$ cat src/rtl/spi_target.sv
// SPI mode-0 target: oversamples sck/cs/mosi on clk, shifts MSB-first frames up to max_length bits.
// Optional SPI_TARGET_OVERFLOW_EN builds a 9-bit edge counter to flag frames longer than max_length.
module spi_target #(
   parameter int max_length = 88
) (
   input  logic                  clk,
   input  logic                  reset,
   input  logic                  sck,
   input  logic                  cs,
   input  logic                  mosi,
   output logic                  miso,
   input  logic [max_length-1:0] tx_data,
   output logic [max_length-1:0] data_received,
   output logic [7:0]            bits_received,
   output logic                  frame_valid,
   output logic                  busy,
   output logic                  overflow
);

   typedef enum logic [1:0] {IDLE, ACTIVE, DONE} state_t;

   state_t                r_state;
   state_t                w_next_state;
   logic [2:0]            r_sck_sync;
   logic [2:0]            r_cs_sync;
   logic [1:0]            r_mosi_sync;
   logic [2:0]            r_warm;
   logic [max_length-1:0] r_tx;
   logic [max_length-1:0] r_rx;
   logic [7:0]            r_cnt;
   logic                  w_sck_rise;
   logic                  w_sck_fall;
   logic                  w_cs_rise;
   logic                  w_cs_fall;
   logic                  w_mosi_s;
   logic                  w_start;
   logic                  w_ovf;

   always_ff @(posedge clk) begin
      if (reset) begin
         r_sck_sync  <= 3'b000;
         r_cs_sync   <= 3'b111;
         r_mosi_sync <= 2'b00;
         r_warm      <= 3'b000;
      end else begin
         r_sck_sync  <= {r_sck_sync[1:0], sck};
         r_cs_sync   <= {r_cs_sync[1:0], cs};
         r_mosi_sync <= {r_mosi_sync[0], mosi};
         r_warm      <= {r_warm[1:0], 1'b1};
      end
   end

   assign w_sck_rise = r_sck_sync[1] & ~r_sck_sync[2];
   assign w_sck_fall = ~r_sck_sync[1] & r_sck_sync[2];
   assign w_cs_rise  = r_cs_sync[1] & ~r_cs_sync[2];
   assign w_cs_fall  = ~r_cs_sync[1] & r_cs_sync[2];
   assign w_mosi_s   = r_mosi_sync[1];

   // r_warm holds off frame starts until the synchronizer carries the real pin level,
   // so a cs already low across reset cannot fake a falling edge.
   always_ff @(posedge clk) begin
      if (reset) r_state <= IDLE;
      else       r_state <= w_next_state;
   end

   always_comb begin
      w_next_state = r_state;
      case (r_state)
         IDLE:    if (w_cs_fall && r_warm[2]) w_next_state = ACTIVE;
         ACTIVE:  if (w_cs_rise) w_next_state = DONE;
         DONE:    w_next_state = IDLE;
         default: w_next_state = IDLE;
      endcase
   end

   assign w_start = (r_state == IDLE) && (w_next_state == ACTIVE);
   assign busy    = (r_state != IDLE);
   assign miso    = r_tx[max_length-1];

   always_ff @(posedge clk) begin
      if (reset) begin
         r_tx          <= '0;
         r_rx          <= '0;
         r_cnt         <= '0;
         data_received <= '0;
         bits_received <= '0;
         frame_valid   <= 1'b0;
         overflow      <= 1'b0;
      end else begin
         frame_valid <= 1'b0;
         case (r_state)
            IDLE: begin
               if (w_start) begin
                  r_tx  <= tx_data;
                  r_rx  <= '0;
                  r_cnt <= '0;
               end
            end
            ACTIVE: begin
               // cs rising takes priority; any sck edge in the same cycle is dropped
               if (w_cs_rise) begin
                  r_tx <= '0;
               end else if (w_sck_rise) begin
                  r_rx <= {r_rx[max_length-2:0], w_mosi_s};
                  if (r_cnt < 8'(max_length)) r_cnt <= r_cnt + 8'd1;
               end else if (w_sck_fall) begin
                  r_tx <= {r_tx[max_length-2:0], 1'b0};
               end
            end
            DONE: begin
               data_received <= r_rx;
               bits_received <= r_cnt;
               overflow      <= w_ovf;
               frame_valid   <= 1'b1;
            end
            default: ;
         endcase
      end
   end

`ifdef SPI_TARGET_OVERFLOW_EN
   logic [8:0] r_ecnt;

   always_ff @(posedge clk) begin
      if (reset)
         r_ecnt <= '0;
      else if (w_start)
         r_ecnt <= '0;
      else if (r_state == ACTIVE && !w_cs_rise && w_sck_rise && r_ecnt <= 9'(max_length))
         r_ecnt <= r_ecnt + 9'd1;
   end

   assign w_ovf = (r_ecnt > 9'(max_length));
`else
   assign w_ovf = 1'b0;
`endif

endmodule

$ cat config.mk
export PLATFORM = sky130hd
export DESIGN_NAME = spi_target
export DESIGN_NICKNAME = d
export VERILOG_FILES = /design/src/rtl/spi_target.sv
export SDC_FILE = /design/constraint.sdc
export NUM_CORES = 1
export LEC_CHECK = 0
export ABC_AREA = 1
export CAP_MARGIN = 20
export CORE_ASPECT_RATIO = 0.9
export CORE_MARGIN = 5
export CORE_UTILIZATION = 35
export DETAILED_ROUTE_END_ITERATION = 6
export DONT_BUFFER_PORTS = 1
export GPL_TIMING_DRIVEN = 0
export HOLD_SLACK_MARGIN = 0.05
export SLEW_MARGIN = 20
export SYNTH_ARGS = -nofsm -noshare
export SYNTH_HDL_FRONTEND = slang
export SYNTH_SLANG_ARGS = --single-unit
$ cat constraint.sdc
create_clock -name clk -period 1.7 [get_ports clk]
set_input_delay 0.085 -clock clk [delete_from_list [all_inputs] [get_ports clk]]
set_output_delay 0.085 -clock clk [all_outputs]
set_load 0.02 [all_outputs]
==> run summary <==
• sky130_fd_sc_hd__dfxtp_4 — slowest library cell on the worst path
• 17.4% — All-Layer GR Usage
• 3 — clock buffer depth
• 2.09 ns — required time at the worst-slack endpoint
• 47.0% — Slew Limit Headroom
• 2.03 ns — CP arrival
• 5 — DRT Pass-1 Iters
• done — TritonCTS clock tree
• sky130_fd_sc_hd__dfxtp_1 — area leader, netlist
• 33,100 um — total wire length after detailed routing
• 11,600 sq um — total standard cell area after synthesis
• 294 — clock net sink count
• 14,700 um — length of routed met2 wiring
• 1.64 ns — min Tclk post-route
• 0 — final number of hold-violating endpoints
• 0 — Antenna Cells
• 0.825 — final weighted congestion of routability-driven global placement
• 0 — Yosys Warn Count
• 50.8% — Yosys top cell area share
• 0.52 ns — clock latency of the later-clocked register in the worst-skew pair
• sky130_fd_sc_hd__dfxtp_1, sky130_fd_sc_hd__nand2_1, sky130_fd_sc_hd__nor2_1, sky130_fd_sc_hd__o21ai_0, sky130_fd_sc_hd__nand4_1 — most area-consuming cells after synthesis
• 0.06 ns — post-CTS clock slew at the launch and capture registers of the worst setup and hold paths
• 1,600 — number of standard cells after synthesis
• r_state[0] — crit path launch
• 26 — Netlist cell types
• 0 — number of maximum-capacitance constraint violations
• 50.8% — sequential share of the synthesized area
• 35 — number of CTS-inserted buffers
• 1,823 — number of nets in the final layout
• 14,300 sq um — post-route cell area
• 0 — remaining design rule violation count
• 1050 nW/um^2 — total power density per cell area
• flop — critical path launch point type
• flop — Worst setup EP type
• 36,800 sq um — area enclosed by the die boundary
• 0 — post-detailed-route count of antenna-violating nets
• 32,800 sq um — floorplan core area
• 3,281 — fill cell instance count of the final layout
• 662 — Iter 0 DRT Violations
• nor2_4 > inv_4 > nor2_2 > inv_2 > nand2_8 > nand2_8 > buf_8 > buf_6 > o21ai_0 > nor2_1 — chain of cells forming the critical path
• 63 — number of cell rows
• 0.06 ns — setup slack of the worst register-to-register path
• 0 — Overflow after GRT
• 4.87 — mean number of vias per cell
• 10 — number of cells on the critical path
• 15,200 um — routed length on met1
• 2490 um — total length of routed met3 wires
• 10 — worst-path maximum fanout
• sky130_fd_sc_hd__nand2_8 — cell repeated most along the worst path
• 5070 sq um — combined area of the multi-input logic cells
• 15.2 um — final routed wire length divided by cell count
• 5.96 nW — static leakage power
• 0.795 ns — actual slew at the worst max-slew pin
• 0 — endpoints failing setup
• 53,500 um — wire length of the first global-routing pass
• 0.968 mV — highest ir drop seen on vdd
• 96.5% — post-route clock period utilization
• 0 — IO buf count
• 5890 sq um — FF/Latch Area
• 0.37 ns — delay of the slowest critical-path stage
• 193 — number of top-level pins
• 10 — path depth of the worst reg2reg path
• completed — status
• 0 — initial antenna violation count
• 294 — post-synthesis register bit count
• 43.7% — utilization after layout
• 13 — pin count of the biggest net entering global routing
• 12,100 sq um — Cell Area, Placed
• input port to flop — type of the tightest min-delay check
• sky130_fd_sc_hd__nand2_1, sky130_fd_sc_hd__nor2_1, sky130_fd_sc_hd__dfxtp_1 — highest-count cells in the layout ignoring fill and taps
• sky130_fd_sc_hd__clkbuf_16 — clk root buf
• 0.0178 ns — worst-case clock skew
• 4 — total buffers and inverters traversed by the critical path
• 202 um — width of the chip
• 10,100 — via count of the first global-routing pass
• flop to flop — classification of the worst setup path
• 2 — Hold Path Stages
• 0.610 GHz — maximum clock rate
• 183 um — die height
• r_tx[63] — capturing point of the worst reg2reg path
• 7.24 sq um — synthesized area divided by synthesized cell count
• 9.31% — fraction of layout instances using a drive strength above 1
• r_tx[63] — endpoint of the most critical setup path
• 35.3% — initial core utilization
• r_state[0] — r2r startpoint
• met4 — uppermost signal routing layer after detailed routing
• 22,100 um — detailed-placement wirelength estimate
• 2 — number of H-tree levels
• 0 — final-report max-slew violation count
• sky130_fd_sc_hd__nand2_1 — most common library cell in the layout ignoring fill and taps
• simple AND/OR/NAND/NOR gates — cell type group with the largest total delay on the critical path
• true — unrepaired setup endpoints after global routing
• 15.0 mW — power after layout
• 10,600 — via count of the routed design
• 23.8% — area delta synth->final
• 1,694 — syn_nets
-- metrics by stage --
step	hold WS, ns	setup WS (ns)	setup TNS (ns)	std cells
final	0.263	0.0599	0	2173
after global routing	0.246	-0.0326	-0.530	2173
after CTS	0.231	-0.00381	-0.00381	2174
after detailed placement	0.196	-0.544	-55.25	2022
after global placement	0.194	-0.498	-47.62	2022
after floorplan	0.189	0.226	0	1600
-- per-layer routing --
metal  vias to the layer above  track usage, %
met3                        55            5.67
met2                       268            28.0
met5                         -               0
met1                      4801            22.8
met4                         0            4.29
li1                       5462               -
-- cell families (layout without fill, tap and decap cells) --
family,count (synthesis),after routing,share of synthesized area (%)
other cells,1,1,0.0324
flops,294,294,50.8
buf+inv,155,306,6.17
compound gates,287,287,12.4
fa+ha+maj,1,1,0.108
simple gates,860,860,30.3
xor+xnor,2,2,0.151
-- synthesized netlist by cell type --
library cell                 n
sky130_fd_sc_hd__clkbuf_2    1
sky130_fd_sc_hd__ha_1        1
sky130_fd_sc_hd__inv_2       5
sky130_fd_sc_hd__nor2_1    374
sky130_fd_sc_hd__buf_6       5
sky130_fd_sc_hd__nand4_1    89
sky130_fd_sc_hd__buf_2      43
sky130_fd_sc_hd__o21ai_1    17
sky130_fd_sc_hd__or2_2       2
sky130_fd_sc_hd__nand2_2     1
sky130_fd_sc_hd__buf_4      10
sky130_fd_sc_hd__buf_1       4
sky130_fd_sc_hd__clkbuf_1   64
sky130_fd_sc_hd__xor2_1      2
sky130_fd_sc_hd__nor3_1      3
sky130_fd_sc_hd__nand2_4     4
sky130_fd_sc_hd__conb_1      1
sky130_fd_sc_hd__nor2_2      3
sky130_fd_sc_hd__dfxtp_1   294
sky130_fd_sc_hd__nand2_1   376
sky130_fd_sc_hd__a22oi_1     2
sky130_fd_sc_hd__o21ai_0   166
sky130_fd_sc_hd__inv_4       1
sky130_fd_sc_hd__a21oi_1   102
sky130_fd_sc_hd__inv_1      22
sky130_fd_sc_hd__nand3_1     8
-- worst register-to-register path: stages (launching register included) --
cell and delay (ns):
sky130_fd_sc_hd__dfxtp_4 0.37, sky130_fd_sc_hd__nor2_4 0.14, sky130_fd_sc_hd__inv_4 0.07, sky130_fd_sc_hd__nor2_2 0.12, sky130_fd_sc_hd__inv_2 0.08, sky130_fd_sc_hd__nand2_8 0.11
sky130_fd_sc_hd__nand2_8 0.10, sky130_fd_sc_hd__buf_8 0.16, sky130_fd_sc_hd__buf_6 0.13, sky130_fd_sc_hd__o21ai_0 0.17, sky130_fd_sc_hd__nor2_1 0.06
-- where the power goes --
group,internal (mW),switching (mW)
registers,6.96,0.0371
clock network,4.39,2.88
logic,0.320,0.410
-- worst min path at each step --
stage	to	from	slack, ns
floorplan	r_cs_sync[0]	cs	0.19
global placement	r_cs_sync[0]	cs	0.19
detailed placement	r_cs_sync[0]	cs	0.20
CTS	r_cs_sync[0]	cs	0.23
global route	r_cs_sync[0]	cs	0.25
finish	r_cs_sync[0]	cs	0.26
-- state kept, by name, summed over array words and instances (netlist names) --
register,flops
r_tx,88
r_warm,3
r_sck_sync,3
r_rx,88
r_state,2
r_cnt,8
data_received,88
bits_received,8
frame_valid,1
r_cs_sync,3
r_mosi_sync,2
-- what timing repair did --
item	CTS	global route
hold endpoints to repair	91	0
pin swaps	0	3
endpoints found under the setup margin	199	237
hold buffers	91	0
buffers inserted	2	1
gates resized for setup	23	86
-- area by class of cell --
type,instances,share of cell area [%]
clock inverters,10,0.986
repair buffers,94,6.54
clock buffers,49,6.68
flip-flops and latches,294,41.1
plain buffers,125,4.79
inverters,28,0.855
well taps,422,3.68
multi-input cells,1151,35.4
No activity file was read; power rests on OpenSTA's default activity.
